===== src/rtl/qmac_dot.sv =====
// qmac_dot: streaming signed fixed-point dot-product MAC with guard-bit accumulator.
// Define QMAC_DOT_SAT_EN to saturate out-of-range results; default build wraps.
module qmac_dot #(
  parameter int N       = 8,
  parameter int Q       = 4,
  parameter int MAX_LEN = 16
) (
  input  logic                       clk,
  input  logic                       reset_n,
  input  logic                       clear,
  input  logic                       in_valid,
  output logic                       in_ready,
  input  logic [N-1:0]               in_a,
  input  logic [N-1:0]               in_b,
  input  logic                       in_last,
  output logic                       out_valid,
  input  logic                       out_ready,
  output logic [2*N-1:0]             result,
  output logic                       overflow,
  output logic [$clog2(MAX_LEN):0]   beat_cnt
);
  localparam int ACC_W = 2*N + $clog2(MAX_LEN);
  localparam int CW    = $clog2(MAX_LEN) + 1;
  localparam logic [CW-1:0] LAST_CNT = CW'(MAX_LEN - 1);
  if (Q < 0 || Q >= N) begin : g_bad_q
    $error("qmac_dot: Q must lie in [0, N-1]");
  end
  typedef enum logic [1:0] {S_ACC, S_FLUSH, S_OUT} state_t;
  state_t state, state_next;
  logic signed [2*N-1:0]   p_reg, prod_next;
  logic                    p_vld;
  logic signed [ACC_W-1:0] acc, acc_sum;
  logic [2*N-1:0]          result_next;
  logic                    ovf_next, accept;
  logic [ACC_W-2*N:0]      top_bits;
  assign in_ready  = (state == S_ACC);
  assign out_valid = (state == S_OUT);
  assign accept    = in_valid & in_ready;
  assign prod_next = $signed(in_a) * $signed(in_b);
  assign acc_sum   = acc + (p_vld ? {{(ACC_W-2*N){p_reg[2*N-1]}}, p_reg} : '0);
  // Representable in 2N bits iff every bit above the 2N-bit sign bit matches it.
  assign top_bits  = acc_sum[ACC_W-1:2*N-1];
  assign ovf_next  = ~(&top_bits | ~|top_bits);
`ifdef QMAC_DOT_SAT_EN
  assign result_next = ovf_next ? (acc_sum[ACC_W-1] ? {1'b1, {(2*N-1){1'b0}}} : {1'b0, {(2*N-1){1'b1}}})
                                : acc_sum[2*N-1:0];
`else
  assign result_next = acc_sum[2*N-1:0];
`endif
  always_ff @(posedge clk or negedge reset_n) begin
    if (!reset_n) state <= S_ACC;
    else state <= state_next;
  end
  always_comb begin
    state_next = state;
    case (state)
      S_ACC:   state_next = (accept && (in_last || beat_cnt == LAST_CNT)) ? S_FLUSH : S_ACC;
      S_FLUSH: state_next = S_OUT;
      S_OUT:   state_next = out_ready ? S_ACC : S_OUT;
      default: state_next = S_ACC;
    endcase
    if (clear) state_next = S_ACC;
  end
  always_ff @(posedge clk or negedge reset_n) begin
    if (!reset_n) begin
      acc      <= '0;
      p_reg    <= '0;
      p_vld    <= 1'b0;
      beat_cnt <= '0;
      result   <= '0;
      overflow <= 1'b0;
    end else if (clear) begin
      acc      <= '0;
      p_vld    <= 1'b0;
      beat_cnt <= '0;
      overflow <= 1'b0;
    end else begin
      p_vld <= accept;
      if (accept) p_reg <= prod_next;
      if (state == S_OUT && out_ready) begin
        acc      <= '0;
        beat_cnt <= '0;
      end else begin
        acc <= acc_sum;
        if (accept) beat_cnt <= beat_cnt + CW'(1);
      end
      // The final product lands in acc_sum during S_FLUSH, so the result is latched there.
      if (state == S_FLUSH) begin
        result   <= result_next;
        overflow <= ovf_next;
      end
    end
  end
endmodule

===== config.mk =====
export PLATFORM = sky130hd
export DESIGN_NAME = qmac_dot
export DESIGN_NICKNAME = d
export VERILOG_FILES = /design/src/rtl/qmac_dot.sv
export SDC_FILE = /design/constraint.sdc
export NUM_CORES = 1
export LEC_CHECK = 0
export BUFFER_PORTS_ARGS = -buffer_cell sky130_fd_sc_hd__buf_4
export CORE_UTILIZATION = 62
export DETAILED_ROUTE_END_ITERATION = 16
export PLACE_DENSITY = 0.82
export SLEW_MARGIN = 25
export SYNTH_ARGS = -nofsm -noshare
export SYNTH_HDL_FRONTEND = slang
export SYNTH_SLANG_ARGS = --single-unit

===== constraint.sdc =====
create_clock -name clk -period 3.1 [get_ports clk]
set_input_delay 0.155 -clock clk [delete_from_list [all_inputs] [get_ports clk]]
set_output_delay 0.155 -clock clk [all_outputs]
set_load 0.02 [all_outputs]

# == Word-level counts from Yosys, hierarchy flattened ==
# Index checks and enable logic that the tools add are counted.
# totals
regBits,61
input_bits,22
out_inout_bits,24
elab_cells,41
# op_classes
add_sub_neg,2
n_mul,1
eq_ne,3
muxes,13
bitwise,4
reduce_logical,11
# op_table
operator,n
2-to-1 mux 20 bit,3
adder 20 bit,1
multiplier 8 x 8 -> 16 bit,1
2-to-1 mux 5 bit,3
one-hot mux 2 bit (3 select lines),1
"adder 5 x 1 -> 5 bit, second input constant",1
"== test 5 x 4 -> 1 bit, second input constant",1
AND reduction 5 bit,1
OR reduction 5 bit,1
2-to-1 mux 1 bit,4
2-to-1 mux 2 bit,2
AND reduction 2 bit,2
nonzero test 3 bit,1
"== test 2 x 1 -> 1 bit, second input constant",1
"== test 2 bit, second input constant",1
logical AND 1 bit,2
logical NOT 2 bit,1
NOT 1 bit,2
nonzero test 2 bit,1
AND 1 bit,1
logical NOT 1 bit,1
logical OR 1 bit,1
bitwise OR 1 bit,1

# == Longest topological paths before layout ==
# Gate-level depths: netlist of the first run.
# logic_depth
word_depth,8
depth_mapped,18
mapped_depth_nobuf,18

# == Worst setup path before layout of the first run ==
# No wires, ideal clock.
# synth_timing
path_kind,input port to flip-flop
start,input port in_a[3]
end,register p_reg[12]
arrival_ps,3895
required_time_ps,3005
slack_ps,-890
path_stages,17
n_path_buf,0
path_cell_list,and2_1 fa_1 inv_1 fa_1 inv_1 fa_1 inv_1 fa_1 inv_1 ha_1 o21ai_0 a21boi_1 o21a_1 o21a_1 o21a_1 o21a_1 o31ai_1
# synth_via
elab_chain_len,1
# synth_rtl
element,line,source
from (decl),13,"input logic [N-1:0] in_a,"
multiplier 8 x 8 -> 16 bit,39,assign prod_next = $signed(in_a) * $signed(in_b);
to (signal assigned),79,if (accept) p_reg <= prod_next;
to (decl),30,"logic signed [2*N-1:0] p_reg, prod_next;"
# No other way between the ends.
# A chain may end at the register's enable or synchronous reset.

# == Worst setup path in the final report of the first run ==
# layout_timing
start,input port in_a[5]
end,register p_reg[15]
# The elaborated chain is that of the path after synthesis.

==> out/results.txt, run 1 <==
EDFF count, synth = 0
Die span in x = 98.4 um
Htree depth = 3
CP endpoint kind = flip-flop
Worst Tran Pin Value = 0.751 ns
Max IR drop VDD = 0.000418 V
Slowest stage cell, crit path = fa_2
Area leader, netlist = dfrtp_1
Initial DRC count = 238
Setup tns final = -4.19 ns
Failing checks = design-rule violations, negative setup slack
Initial antenna violation count = 0
Clock buffer count from CTS = 9
Synth unique cells = 56
Core Box Area = 8850 um^2
DRC violations left = 3
Grt total ovfl = 0
Share of layout cells above drive strength 1 = 0.249
Buffers on Ports = 45
Ys flop type = dfrtp_1
Yosys Warn Count = 0
Yosys reg bits = 61
Cell area after layout = 7160 um^2
Commonest cells in the netlist = inv_1, nand2_1, dfrtp_1
Later-pin clock latency in the skew report = 0.35 ns
Worst EP arrival = 4.09 ns
Hold crit path type = primary input to flip-flop
# IOs = 46
Post-DP Area = 6580 um^2
Crit path max-delay family = adder cells
Post-synthesis sequential area ratio = 0.265
Final WS setup = -0.782 ns
Starting density of the core = 0.652
GP Congestion = 0.853
Syn avg cell area = 9.09 um^2
Max reg flops = 20
Final-report hold violation count = 0
Slew HR = 0.499
Final Slew Violations = 0
CP required = 3.31 ns
Clk_skew = 0.0114 ns
TritonCTS clock tree = done
Setup-failing EPs final = 8
Number of global-route vias before repair = 4,706
Crit path kind = primary input to flip-flop
Asr flop ratio synth = 1.00
First-pass GRT wire length = 20.9 mm
Clk root buf = clkbuf_8
Detailed Place HPWL = 9.32 mm
Status = finished, violations left
Syn-to-layout area delta = 24.2%
Reg clk slew, reported paths = 0.08 ns
Largest net degree at the start of global routing = 62
Max_cap viols = 0
Core Rows = 34
RSZ-0062 raised after global routing = true
Routed WL per cell = 15.7 um
Synthesized Nets = 762
Worst-path fanout max = 6
ANT nets after route = 0
Tot GR Track Use = 0.272
Fin crit period = 3.88 ns
Final nets = 858
CTS Buffer Depth = 2
DR vias = 4,598
Synth Instances = 634
Overall power = 5.42 mW
Mapped Area = 5770 um^2
Max Freq = 258 MHz
Initial DRT Pass Iterations = 13
Routed Wire Length = 13.3 mm
Vias per inst = 5.45
WP buf/inv = 6
Period utilisation layout = 1.25
Worst path cell trace = buf_8 -> and2_4 -> fa_2 -> inv_2 -> fa_1 -> inv_1 -> fa_1 -> inv_2 -> fa_1 -> inv_2 -> ha_4 -> inv_4 -> o21ai_4 -> a221oi_4 -> o221ai_4 -> o41ai_4 -> xnor2_1 -> o21ai_1
Pwr/cell area = 757 nW/um^2
P_leak = 3.52 nW
Die span in y = 98.4 um
Antenna cells = 0
Full die area = 9690 um^2
Crit path launch type = primary input
Worst path max stage delay = 0.56 ns
CTS sink cnt = 61
Most common cell in the netlist = inv_1
Area contributors post-synth = dfrtp_1, fa_1, ha_1
Top-area cell type share of the netlist area = 0.265
## placed cells by master (no fill, tap or decap), types with 8 or more instances in the layout
master	synthesis	routed
a21oi_1	21	20
and2_1	55	44
and2_4	0	11
buf_4	0	87
buf_6	0	8
clkbuf_8	0	9
dfrtp_1	61	61
fa_1	56	53
ha_1	50	39
ha_4	0	9
inv_1	91	80
inv_2	0	10
nand2_1	75	70
nor2_1	34	33
nor2b_1	9	8
nor3_1	11	10
o21ai_0	41	35
xnor2_1	20	19
xor2_1	12	12
## power breakdown
group | switching (mW) | leakage, nW | internal (mW)
logic | 1.88 | 2.61 | 1.69
registers | 0.0869 | 0.805 | 0.982
clock network | 0.331 | 0.110 | 0.456
total | 2.30 | 3.52 | 3.13
## worst paths after layout
check | depth (start not counted) | slack, ns | to | start
max | 18 | -0.78 | p_reg[15]$_DFFE_PN0P_ | in_a[5]
min | 3 | 0.02 | state[0]$_DFF_PN0_ | in_last
max reg2reg | 11 | 0.15 | overflow$_DFFE_PN0P_ | p_vld$_DFF_PN0_
min reg2reg | 2 | 0.47 | p_reg[10]$_DFFE_PN0P_ | p_reg[10]$_DFFE_PN0P_
max in group asynchronous | 2 | 2.18 | acc[18]$_DFF_PN0_ | reset_n
min in group asynchronous | 2 | 0.43 | acc[3]$_DFF_PN0_ | reset_n
## cells by family (layout without fill, tap and decap cells)
kind of cell | after synthesis | after routing | synth area share
xor+xnor | 32 | 32 | 0.0486
simple gates | 216 | 216 | 0.186
fa+ha+maj | 106 | 106 | 0.303
mux | 2 | 2 | 0.00369
compound gates | 110 | 110 | 0.124
flops | 61 | 61 | 0.265
buf+inv | 107 | 208 | 0.0701
## stage by stage
step / instances / hold WS (ns) / util / setup slack (ns)
3_3_place_gp: 816 / 0.259 / 0.744 / -1.03
5_1_grt: 843 / 0.0306 / 0.809 / -0.896
2_1_floorplan: 634 / -0.141 / - / -0.770
4_1_cts: 838 / 0.0170 / 0.787 / -0.626
3_5_place_dp: 816 / 0.271 / 0.744 / -1.20
6_report: 843 / 0.0232 / 0.809 / -0.782
## final cells by class
cell class	count	area, um^2
clock buffers	9	124
flip-flops and latches	61	1530
well taps	108	135
inverters	92	348
fillers	557	1690
repair buffers	100	808
multi-input cells	466	4120
clock inverters	7	98.8
## what timing repair did
action                     in CTS  in global routing
hold buffers                    2                  0
pin swaps                      30                 19
cloned                          0                  0
gates resized for setup        30                 40
setup endpoints to repair       8                  9
hold endpoints to repair       62                  0
buffers inserted                5                  5
## layer usage
layer	wire, um	up-vias	global-route usage
li1	-	2237	-
met1	5450	2219	0.325
met2	7010	106	0.496
met3	376	36	0.0284
met4	440	0	0.123
met5	0	-	0
## tightest hold or removal path, stage by stage
cell,delay [ns]
buf_4,0.08
nor2_1,0.03
nor2_1,0.07
(Power assumes the default switching activity.)
==> run 2, diff against run 1 <==
==> constraint.sdc (replaced) <==
create_clock -name clk -period 3.1 [get_ports clk]
set_input_delay 0.31 -clock clk [delete_from_list [all_inputs] [get_ports clk]]
set_output_delay 0.31 -clock clk [all_outputs]
set_load 0.02 [all_outputs]
==> run 2 against run 1 <==
Net effect: the flow still finishes with violations (design-rule violations, negative setup slack); sequential share of layout area is 0.24 points higher; hold slack better by 0.0047 ns; first-iteration DRC count shrank 4.6%; via count rose by 0.11%; setup slack got worse by 0.16 ns; flip-flop and latch count did not move; combinational power shrank 3%; power fell by 3.5%.
==> out/results.txt, run 2 (same netlist as run 1, synthesis figures left out) <==
Int Pwr = 3.01 mW
Comb pwr share = 0.663
Initial DRT Pass Iterations = 12
Max IR drop VDD = 0.000406 V
GP Congestion = 0.852
TritonCTS clock tree = done
CP endpoint kind = flip-flop
Clock buffer count from CTS = 9
Core Rows = 34
P_sw = 2.22 mW
Hold crit path type = primary input to asynchronous set/reset pin
Initial DRC count = 227
First-pass GRT wire length = 21.5 mm
CTS sink cnt = 61
Failing checks = design-rule violations, negative setup slack
Worst Tran Pin Value = 0.747 ns
Max Freq = 247 MHz
Max_cap viols = 0
CTS Buffer Depth = 2
Later-pin clock latency in the skew report = 0.34 ns
Commonest cells after routing, fill and taps aside = buf_4, inv_1, nand2_1, dfrtp_1, fa_1
Die span in x = 98.4 um
P_leak = 3.49 nW
RSZ-0062 raised after global routing = true
ANT nets after route = 0
Seq pwr share = 0.204
Post-DP Area = 6590 um^2
Clk_skew = 0.0143 ns
Core Box Area = 8850 um^2
Max reg flops = 20
DR vias = 4,603
Dpl cells = 817
Vias per inst = 5.45
Syn-to-layout area delta = 22.9%
Grt total ovfl = 0
R2R setup slack = 0.18 ns
Final std cells w/o fill = 845
Die span in y = 98.4 um
Buffers on Ports = 45
Routed WL per cell = 15.3 um
Slew HR = 0.502
Final WS setup = -0.943 ns
Clock network fraction of total power = 0.133
Initial antenna violation count = 0
Setup tns final = -5.90 ns
Status = finished, violations left
Share of layout cells above drive strength 1 = 0.243
Worst-path fanout max = 5
Pwr/cell area = 739 nW/um^2
Switching share of power = 0.425
Routed Wire Length = 12.9 mm
Reg clk slew, reported paths = 0.07 ns
Clk root buf = clkbuf_8
Period utilisation layout = 1.30
Crit path launch type = primary input
# IOs = 46
Quantity of hold-fixing buffers added after cts = 0
R2R Path End = overflow$_DFFE_PN0P_
Detailed Place HPWL = 9.64 mm
Most common cell after layout, fill and taps aside = buf_4
Htree depth = 3
Final Slew Violations = 0
Full die area = 9690 um^2
Starting density of the core = 0.652
Tot GR Track Use = 0.276
Cell area after layout = 7080 um^2
Final-report hold violation count = 0
Antenna cells = 0
Reg-to-reg startpoint = p_vld$_DFF_PN0_
Largest net degree at the start of global routing = 62
DRC violations left = 1
Crit path kind = primary input to flip-flop
Final nets = 860
CP required = 3.30 ns
R2R cell count = 11
Fin crit period = 4.04 ns
Number of global-route vias before repair = 4,862
Setup-failing EPs final = 9
Worst EP arrival = 4.25 ns
Overall power = 5.23 mW
[run 2: critical path, stage by stage]
cell and delay [ns]:
buf_8 0.10, and2_4 0.15, fa_1 0.50, inv_1 0.05, fa_1 0.52, inv_2 0.05
fa_1 0.54, inv_2 0.04, fa_1 0.49, inv_2 0.05, ha_4 0.23, inv_4 0.07
o21ai_4 0.07, a221oi_4 0.31, o221ai_2 0.16, o41ai_2 0.36, xnor2_1 0.16, o21ai_1 0.08
[run 2: what timing repair did]
| item | 4_1_cts | 5_1_grt |
|---|---|---|
| gates resized for setup | 32 | 21 |
| setup buffers | 8 | 4 |
| setup endpoints to repair | 10 | 11 |
| pin swaps | 23 | 16 |
[run 2: how the worst max path moves through the flow]
stage	startpoint	endpoint	slack (ns)	depth (start not counted)
finish	in_a[7]	p_reg[15]$_DFFE_PN0P_	-0.94	18
global route	in_b[1]	p_reg[15]$_DFFE_PN0P_	-1.02	17
CTS	in_a[7]	p_reg[12]$_DFFE_PN0P_	-0.83	19
detailed placement	in_a[5]	p_reg[15]$_DFFE_PN0P_	-1.40	19
global placement	in_a[7]	p_reg[15]$_DFFE_PN0P_	-1.19	18
floorplan	in_a[7]	p_reg[15]$_DFFE_PN0P_	-0.93	17
[run 2: per-layer routing]
metal | share of wire | global-route usage
met5 | 0 | 0
met4 | 0.030 | 0.116
met1 | 0.42 | 0.332
met3 | 0.025 | 0.0319
met2 | 0.52 | 0.503
[run 2: final cells by class]
cell class | instances | area [um^2]
flip-flops and latches | 61 | 1530
clock inverters | 7 | 72.6
fillers | 575 | 1770
well taps | 108 | 135
repair buffers | 102 | 800
multi-input cells | 466 | 4080
inverters | 92 | 348
clock buffers | 9 | 124
[run 2: power by group through the flow]
| stage | Combinational, mW | Sequential, mW | Clock, mW |
|---|---|---|---|
| 2_1_floorplan | 1.87 | 1.14 | 0 |
| 3_3_place_gp | 2.67 | 1.07 | 0 |
| 3_5_place_dp | 2.81 | 1.08 | 0 |
| 4_1_cts | 3.03 | 1.07 | 0.709 |
| 5_1_grt | 3.78 | 1.09 | 0.743 |
| 6_report | 3.47 | 1.07 | 0.696 |
[run 2: metrics by stage]
stage	setup slack, ns	util	hold WS (ns)
5_1_grt	-1.02	0.800	0.0922
3_5_place_dp	-1.40	0.744	0.429
2_1_floorplan	-0.925	-	0.0144
4_1_cts	-0.832	0.784	0.0581
3_3_place_gp	-1.19	0.744	0.414
6_report	-0.943	0.800	0.0279
